<file path="src/rtl/ip_stats_pkg.sv">
`default_nettype none
// ============================================================================
//  Module      : ip_stats_pkg
//  Description : Shared types, constants and helpers for the stats rate sampler
//  Revision    : 1.0 - initial release
// ============================================================================
package ip_stats_pkg;

  // Sampler control states
  typedef enum logic [1:0] {
    ST_IDLE = 2'd0,
    ST_ARM  = 2'd1,
    ST_RUN  = 2'd2
  } state_t;

  // A window length of 0 is clamped up to this value
  localparam int unsigned MIN_WINDOW = 1;

  // Widest counter the delta helper supports
  localparam int unsigned DELTA_MAX_WIDTH = 64;

  // Modular subtraction; callers truncate the result to their counter width,
  // which makes a single counter wrap produce the correct delta.
  function automatic logic [DELTA_MAX_WIDTH-1:0] wrapDelta(
    input logic [DELTA_MAX_WIDTH-1:0] cur,
    input logic [DELTA_MAX_WIDTH-1:0] base
  );
    return cur - base;
  endfunction

endpackage
`default_nettype wire

</file>
<file path="src/rtl/ip_stats_window_timer.sv">
`default_nettype none
// ============================================================================
//  Module      : ip_stats_window_timer
//  Description : Window down-counter with reload, 0->1 length clamp and a
//                window-end pulse
//  Revision    : 1.0 - initial release
// ============================================================================
module ip_stats_window_timer
  import ip_stats_pkg::*;
#(
  parameter int WIN_WIDTH = 16
) (
  input  logic                 clock,
  input  logic                 reset,
  input  logic                 arm,
  input  logic                 run,
  input  logic [WIN_WIDTH-1:0] windowLen,
  output logic                 win_end
);

  logic [WIN_WIDTH-1:0] win_cnt_q;
  logic [WIN_WIDTH-1:0] win_cnt_d;
  logic [WIN_WIDTH-1:0] len_w;
  logic [WIN_WIDTH-1:0] reload_w;

  // Reload value: current window length (0 treated as 1) minus one
  always_comb begin
    len_w    = (windowLen == '0) ? WIN_WIDTH'(MIN_WINDOW) : windowLen;
    reload_w = len_w - WIN_WIDTH'(1);
  end

  assign win_end = run && (win_cnt_q == '0);

  // Load on arm or window end, otherwise count down while running
  always_comb begin
    win_cnt_d = win_cnt_q;
    if (arm || win_end) begin
      win_cnt_d = reload_w;
    end else if (run) begin
      win_cnt_d = win_cnt_q - WIN_WIDTH'(1);
    end
  end

  // Counter register
  always_ff @(posedge clock or negedge reset) begin
    if (!reset) begin
      win_cnt_q <= '0;
    end else begin
      win_cnt_q <= win_cnt_d;
    end
  end

endmodule
`default_nettype wire

</file>
<file path="src/rtl/ip_stats_rate_sampler.sv">
`default_nettype none
// ============================================================================
//  Module      : ip_stats_rate_sampler
//  Description : Windowed wrap-safe rate sampler with peak tracking, overrun
//                flag and valid/ready delta output
//  Revision    : 1.0 - initial release
// ============================================================================
module ip_stats_rate_sampler
  import ip_stats_pkg::*;
#(
  parameter int STATS_WIDTH = 8,
  parameter int WIN_WIDTH   = 16
) (
  input  logic                   clock,
  input  logic                   reset,
  input  logic                   enable,
  input  logic [WIN_WIDTH-1:0]   windowLen,
  input  logic [STATS_WIDTH-1:0] stats,
  input  logic                   clear,
  output logic                   rateValid,
  input  logic                   rateReady,
  output logic [STATS_WIDTH-1:0] rateDelta,
  output logic [STATS_WIDTH-1:0] rateMax,
  output logic                   overrun
);

  state_t                   state_q, state_d;
  logic [STATS_WIDTH-1:0]   base_q, base_d;
  logic                     valid_q, valid_d;
  logic [STATS_WIDTH-1:0]   delta_q, delta_d;
  logic [STATS_WIDTH-1:0]   max_q, max_d;
  logic                     ovr_q, ovr_d;

  logic                     win_end_w;
  logic [STATS_WIDTH-1:0]   sample_w;
  logic                     accept_w;
  logic                     load_w;
  logic                     drop_w;

  ip_stats_window_timer #(
    .WIN_WIDTH (WIN_WIDTH)
  ) u_timer (
    .clock     (clock),
    .reset     (reset),
    .arm       (state_q == ST_ARM),
    .run       (state_q == ST_RUN),
    .windowLen (windowLen),
    .win_end   (win_end_w)
  );

  assign sample_w = STATS_WIDTH'(wrapDelta(DELTA_MAX_WIDTH'(stats), DELTA_MAX_WIDTH'(base_q)));
  assign accept_w = valid_q && rateReady;
  // A window-end sample fits if the slot is empty or is being freed this edge
  assign load_w   = win_end_w && (!valid_q || accept_w);
  assign drop_w   = win_end_w && !load_w;

  // Next-state logic: IDLE -> ARM -> RUN, back to IDLE when enable drops
  always_comb begin
    state_d = state_q;
    case (state_q)
      ST_IDLE: if (enable) state_d = ST_ARM;
      ST_ARM:  state_d = ST_RUN;
      ST_RUN:  if (!enable) state_d = ST_IDLE;
      default: state_d = ST_IDLE;
    endcase
  end

  // Datapath: baseline, output slot, peak and overrun flag
  always_comb begin
    base_d  = base_q;
    valid_d = valid_q;
    delta_d = delta_q;
    max_d   = max_q;
    ovr_d   = ovr_q;

    if ((state_q == ST_ARM) || win_end_w) begin
      base_d = stats;
    end

    if (load_w) begin
      valid_d = 1'b1;
      delta_d = sample_w;
    end else if (accept_w) begin
      valid_d = 1'b0;
    end

    if (clear) begin
      max_d = win_end_w ? sample_w : '0;
    end else if (win_end_w && (sample_w > max_q)) begin
      max_d = sample_w;
    end

    if (drop_w) begin
      ovr_d = 1'b1;
    end else if (clear) begin
      ovr_d = 1'b0;
    end
  end

  // State and datapath registers
  always_ff @(posedge clock or negedge reset) begin
    if (!reset) begin
      state_q <= ST_IDLE;
      base_q  <= '0;
      valid_q <= 1'b0;
      delta_q <= '0;
      max_q   <= '0;
      ovr_q   <= 1'b0;
    end else begin
      state_q <= state_d;
      base_q  <= base_d;
      valid_q <= valid_d;
      delta_q <= delta_d;
      max_q   <= max_d;
      ovr_q   <= ovr_d;
    end
  end

  assign rateValid = valid_q;
  assign rateDelta = delta_q;
  assign rateMax   = max_q;
  assign overrun   = ovr_q;

endmodule
`default_nettype wire

</file>
<file path="config.mk">
export PLATFORM = sky130hd
export DESIGN_NAME = ip_stats_rate_sampler
export DESIGN_NICKNAME = d
export VERILOG_FILES = /design/src/rtl/ip_stats_pkg.sv /design/src/rtl/ip_stats_window_timer.sv /design/src/rtl/ip_stats_rate_sampler.sv
export SDC_FILE = /design/constraint.sdc
export NUM_CORES = 1
export LEC_CHECK = 0
export CAP_MARGIN = 20
export CORE_MARGIN = 2
export CORE_UTILIZATION = 45
export DETAILED_ROUTE_END_ITERATION = 7
export PLACE_DENSITY = 0.68
export SETUP_SLACK_MARGIN = 0.1
export SLEW_MARGIN = 15
export SYNTH_ARGS = -nofsm -noshare
export SYNTH_HDL_FRONTEND = slang
export SYNTH_SLANG_ARGS = --single-unit
</file>
<file path="constraint.sdc">
create_clock -name clock -period 3.9 [get_ports clock]
set_clock_uncertainty 0.15 [all_clocks]
set_input_delay 0.78 -clock clock [delete_from_list [all_inputs] [get_ports clock]]
set_output_delay 0.78 -clock clock [all_outputs]
set_load 0.01 [all_outputs]
</file>
# Word level (Yosys, flattened, before mapping)

Cells that the tools add are included.

Register bits after elaboration: 44

Add/subtract/negate cells: 3
Magnitude comparators: 1
Equal/unequal tests: 4
Mux-type cells: 13
Reduce and logical (&&, ||, !) cells: 17

Operator list:

| operator                                           | number |
|---|---|
| 2-to-1 mux 16 bit                                  | 3 |
| zero test 16 bit                                   | 2 |
| subtractor 16 x 1 -> 16 bit, second input constant | 2 |
| 2-to-1 mux 8 bit                                   | 3 |
| > comparator 8 bit                                 | 1 |
| nonzero test 2 bit                                 | 4 |
| subtractor 8 bit                                   | 1 |
| case mux 2 bit (3 select lines)                    | 1 |
| logical AND 1 bit                                  | 5 |
| 2-to-1 mux 1 bit                                   | 4 |
| 2-to-1 mux 2 bit                                   | 2 |
| inequality test 2 bit, second input constant       | 2 |
| == test 2 x 1 -> 1 bit, second input constant      | 1 |
| == test 2 bit, second input constant               | 1 |
| zero test 1 bit                                    | 2 |
| zero test 2 bit                                    | 1 |
| logical OR 1 bit                                   | 2 |
| AND reduction 2 bit                                | 1 |

# Depth between registers and ports, before layout

Depth in word-level cells: 6
Mapped depth: 17
Depth with buffers taken out: 16

# Modules after synthesis

From an unflattened synthesis, not the netlist that was laid out.

Cell total of the unflattened synthesis: 345
Area, all modules: 3244.4 um^2

By module, submodules not included:

| module                | times used | cells an instance | area an instance (um^2) | seq. area each (um^2) |
|---|---|---|---|---|
| ip_stats_rate_sampler | 1          | 155               | 1677.9                  | 700.7 |
| ip_stats_window_timer | 1          | 190               | 1566.5                  | 400.4 |

# Least setup slack after synthesis

Ideal clock, no wire load.

Path type: in2reg
From: input stats[0]
To: register max_q[0], in the netlist rateMax[0]
Library setup time: 0.127 ns
Data arrival time: 3.591 ns
Required time: 3.623 ns
Slack: 0.032 ns
Cell stages on the path: 16
Buffers on the path: 1
Cell sequence: inv_1 ha_1 inv_1 fa_1 a21o_1 a21oi_1 o21bai_1 a21oi_1 xnor2_1 ha_1 nand4_1 o21bai_1 a211oi_2 or2_1 buf_4 mux2_1

Word-level cells in the longest chain between the ends: 4
Elaborated cells between the ends (all ways): 7
Classes of those cells: add/sub (1); order compare (1); mux (3); reduce/logical (2)

RTL lines:

| item                         | line                         | text |
|---|---|---|
| start: declaration           | ip_stats_rate_sampler.sv:18  | `input logic [STATS_WIDTH-1:0] stats,` |
| subtractor 8 bit             | ip_stats_pkg.sv:28           | `return cur - base;` |
| named net sample_w[6]        | ip_stats_rate_sampler.sv:35  | `logic [STATS_WIDTH-1:0] sample_w;` |
| > comparator 8 bit           | ip_stats_rate_sampler.sv:89  | `end else if (win_end_w && (sample_w > max_q)) begin` |
| logical AND 1 bit            | ip_stats_rate_sampler.sv:89  |  |
| nonzero test 2 bit (no line) | --                           |  |
| end signal: assignment       | ip_stats_rate_sampler.sv:114 | `max_q <= max_d;` |
| end: declaration             | ip_stats_rate_sampler.sv:31  | `logic [STATS_WIDTH-1:0] max_q, max_d;` |

The timed path passes the listed nets, and every way through them passes these cells. The select of a mux whose other input is x is not followed.
A chain may end at the register's enable or synchronous reset.

# Final worst setup path

From: input stats[3]
To: register max_q[6], in the netlist rateMax[6]

Same word-level chain as after synthesis.

==> reports/qor.txt <==
RSZ-0062 raised after global routing - no
Core Region - 6760 µm²
Setup TNS - 0 ns
Most frequent cells after synthesis - nand2_1 (45), dfrtp_1 (44), nor2_1 (29)
Endpoints failing setup - 0
Via count - 2964
Required @ worst endpoint - 3.96 ns
Number of fillers in the final layout - 602
Power per Cell Area - 644 nW/µm²
Period minus WS final - 3.66 ns
Reg clk slew, reported paths - 0.10 ns
Share of cells above drive strength 1 - 17.7%
Final wirelength - 8.19 mm
Critical Path Source - stats[3]
Dominant synthesized flop cell - dfrtp_1
PortBufs - 46
Pin count of the biggest net entering global routing - 45
Worst IR Drop VDD - 0.352 mV
IO Count - 47
Critical path endpoint category - flop
Fin. max-slew vios - 0
Slew HR - 52.8%
Total gr overflow - 0
Num CTS Buffers - 5
Tot GR Track Use - 23.0%
Maximum clock rate - 273 MHz
Distinct cell type count after synthesis - 67
Diodes inserted - 0
Post-route cell area - 4050 µm²
Syn_nets - 403
Post-DP HPWL - 5.87 mm
Die width - 87.2 µm
Final GP Congestion - 0.887
DIE AREA - 7600 µm²
Min Hold Slack - 0.260 ns
First-pass GRT wire length - 14.0 mm
Root Driver - clkbuf_8
Synthesis-to-layout area growth - 29.8%
Data arrival, critical path - 3.72 ns
Seq cells post-synth - 44
Status - finished clean
Rows - 30
Sequential area share after synthesis - 35.3%
Worst Path Buf+Inv - 3
Post-Syn Area per Cell - 8.73 µm²
Worst r2r src - u_timer.win_cnt_q[11]$_DFFE_PN0P_
Cell type with the largest total area after synthesis - dfrtp_1
Ys Warns - 0
Clk_lat worst skew - 0.31 ns
Worst path cell trace - clkdlybuf4s50_1, ha_4, and3_1, a211oi_2, buf_4, xnor2_1, ha_1, a21oi_2, nor2_2, a211oi_2, a211oi_2, or2_4, buf_6, a31o_4
Slowest-stage cell, CP - clkdlybuf4s50_1
Initial core utilization - 46.1%
Wire length per cell - 16.1 µm
CTS tree - built
Post-synth EDFFs - 0
# DRC - 0
Ys async rst share - 100%
CP startpoint kind - primary input
Maxcap violations - 0
Vias in the first global route - 3047
Period utilization - 93.8%
H-tree level count - 2
Critical Path Fanout Max - 5
Top-count cell post-synth - nand2_1
Post-Place Cell Area - 3790 µm²
Antenna Violating Nets Remaining - 0
Worst Path Class, Setup - primary input to flop
First DRT Iteration DRCs - 88
Post-Syn Area - 3120 µm²
Worst path top cell family by delay - compound AO/OA/AOI/OAI gates
Critical Path Max Stage Delay - 0.52 ns
Vias per cell - 5.82
Top post-synthesis cells by area - dfrtp_1 (35%), ha_1 (6.4%), nand2_1 (5.4%), nor2_1 (3.5%), o21ai_0 (3.2%)
Post-synthesis cell count - 357
Die Ht - 87.2 µm
Clk sinks - 44
Pre-Repair DR Iteration Count - 4
Yosys top cell area share - 35.3%
Hold Vio Cnt, Final - 0
Clock tree buffer depth - 2
Worst path most repeated cell - a211oi_2
Initial antenna violation count - 0
Worst slew pin tran - 0.706 ns
Power Total - 2610 µW
Worst hold path class - primary input to async pin
Final nets - 474
P_leak - 0.00171 µW
-- worst paths after layout --
path | endpoint | slack, ns | cells after the start
max | rateMax[6]$_DFFE_PN0P_ | 0.24 | 14
min | overrun$_DFFE_PN0P_ | 0.26 | 1
max reg2reg | u_timer.win_cnt_q[6]$_DFFE_PN0P_ | 0.50 | 11
min reg2reg | rateDelta[1]$_DFFE_PN0P_ | 0.33 | 2
max in group asynchronous | u_timer.win_cnt_q[10]$_DFFE_PN0P_ | 2.84 | 2
min in group clock | rateDelta[1]$_DFFE_PN0P_ | 0.33 | 2
-- cell families (layout without fill, tap and decap cells) --
logic type | Yosys count | after routing | synth area share (%)
AND/OR/NAND/NOR | 145 | 145 | 24.5
AO/OA/AOI/OAI | 88 | 88 | 19.4
flip-flops | 44 | 44 | 35.3
buffers and inverters | 37 | 109 | 5.38
adder cells (fa/ha/maj) | 17 | 17 | 7.07
multiplexers | 15 | 15 | 5.18
XOR/XNOR | 11 | 11 | 3.09
-- state kept, by name, summed over array words and instances (netlist names) --
| signal | flops |
|---|---|
| state_q | 2 |
| rateDelta | 8 |
| overrun | 1 |
| rateMax | 8 |
| base_q | 8 |
| u_timer.win_cnt_q | 16 |
| rateValid | 1 |
-- timing repair --
| action | in CTS | in global routing |
|---|---|---|
| buffers inserted | 4 | 2 |
| pin swaps | 12 | 17 |
| gates resized for setup | 7 | 13 |
| hold buffers | 0 | 0 |
| hold endpoints to repair | 0 | 0 |
| setup endpoints to repair | 7 | 8 |
-- area by class of cell --
type	count	area [µm²]	share of cell area (%)
Multi-Input combinational cell	276	1920	47.6
Clock buffer	5	68.8	1.70
Clock inverter	3	46.3	1.14
Inverter	22	82.6	2.04
Sequential cell	44	1100	27.2
Timing Repair Buffer	79	722	17.8
Tap cell	80	100	2.47
-- per-stage QoR --
step	setup WS, ns	std cells	util [%]
after floorplan	0.111	357	-
after global placement	-0.259	494	56.1
after detailed placement	-0.346	494	56.1
after CTS	0.168	506	58.5
after global routing	0.134	509	59.9
final	0.241	509	59.9
-- placed cells by master (no fill, tap or decap), drive strengths merged, types with 3 or more instances in the layout --
| master | count |
|---|---|
| ha | 16 |
| xnor2 | 7 |
| and3 | 4 |
| nand3b | 4 |
| dlymetal6s2s | 3 |
| nand4 | 8 |
| mux2i | 9 |
| a21oi | 19 |
| inv | 23 |
| nand3 | 8 |
| nor3b | 3 |
| nand2 | 45 |
| and2 | 4 |
| a31oi | 3 |
| o211ai | 6 |
| clkdlybuf4s50 | 41 |
| buf | 34 |
| clkbuf | 6 |
| o21ai | 22 |
| mux2 | 6 |
| nor3 | 14 |
| nand2b | 4 |
| nor2 | 30 |
| a21o | 3 |
| or3 | 6 |
| xor2 | 4 |
| o32ai | 3 |
| o21a | 3 |
| a211oi | 6 |
| dfrtp | 44 |
| nor4 | 4 |
-- worst register-to-register path, stage by stage (launching register included) --
cell and delay (ns):
dfrtp_1 0.46, nor4_2 0.44, and4_1 0.28, buf_4 0.16
a21o_1 0.15, buf_4 0.38, o21ai_1 0.14, ha_1 0.41
nor3b_1 0.24, xnor2_1 0.18, o32ai_1 0.12, a22o_1 0.19
-- routing by layer --
| metal | wire (µm) | GRT usage, % | up-vias |
|---|---|---|---|
| li1 | - | - | 1437 |
| met1 | 3540 | 28.5 | 1446 |
| met2 | 4300 | 41.9 | 77 |
| met3 | 293 | 2.94 | 4 |
| met4 | 53 | 6.43 | 0 |
| met5 | 0 | 0 | - |
-- power breakdown --
group	switching [µW]	total [µW]	internal (µW)
Sequential	142	727	586
Clock	184	377	193
Combinational	802	1500	699
Note: power is estimated with default switching activity, not from simulation.
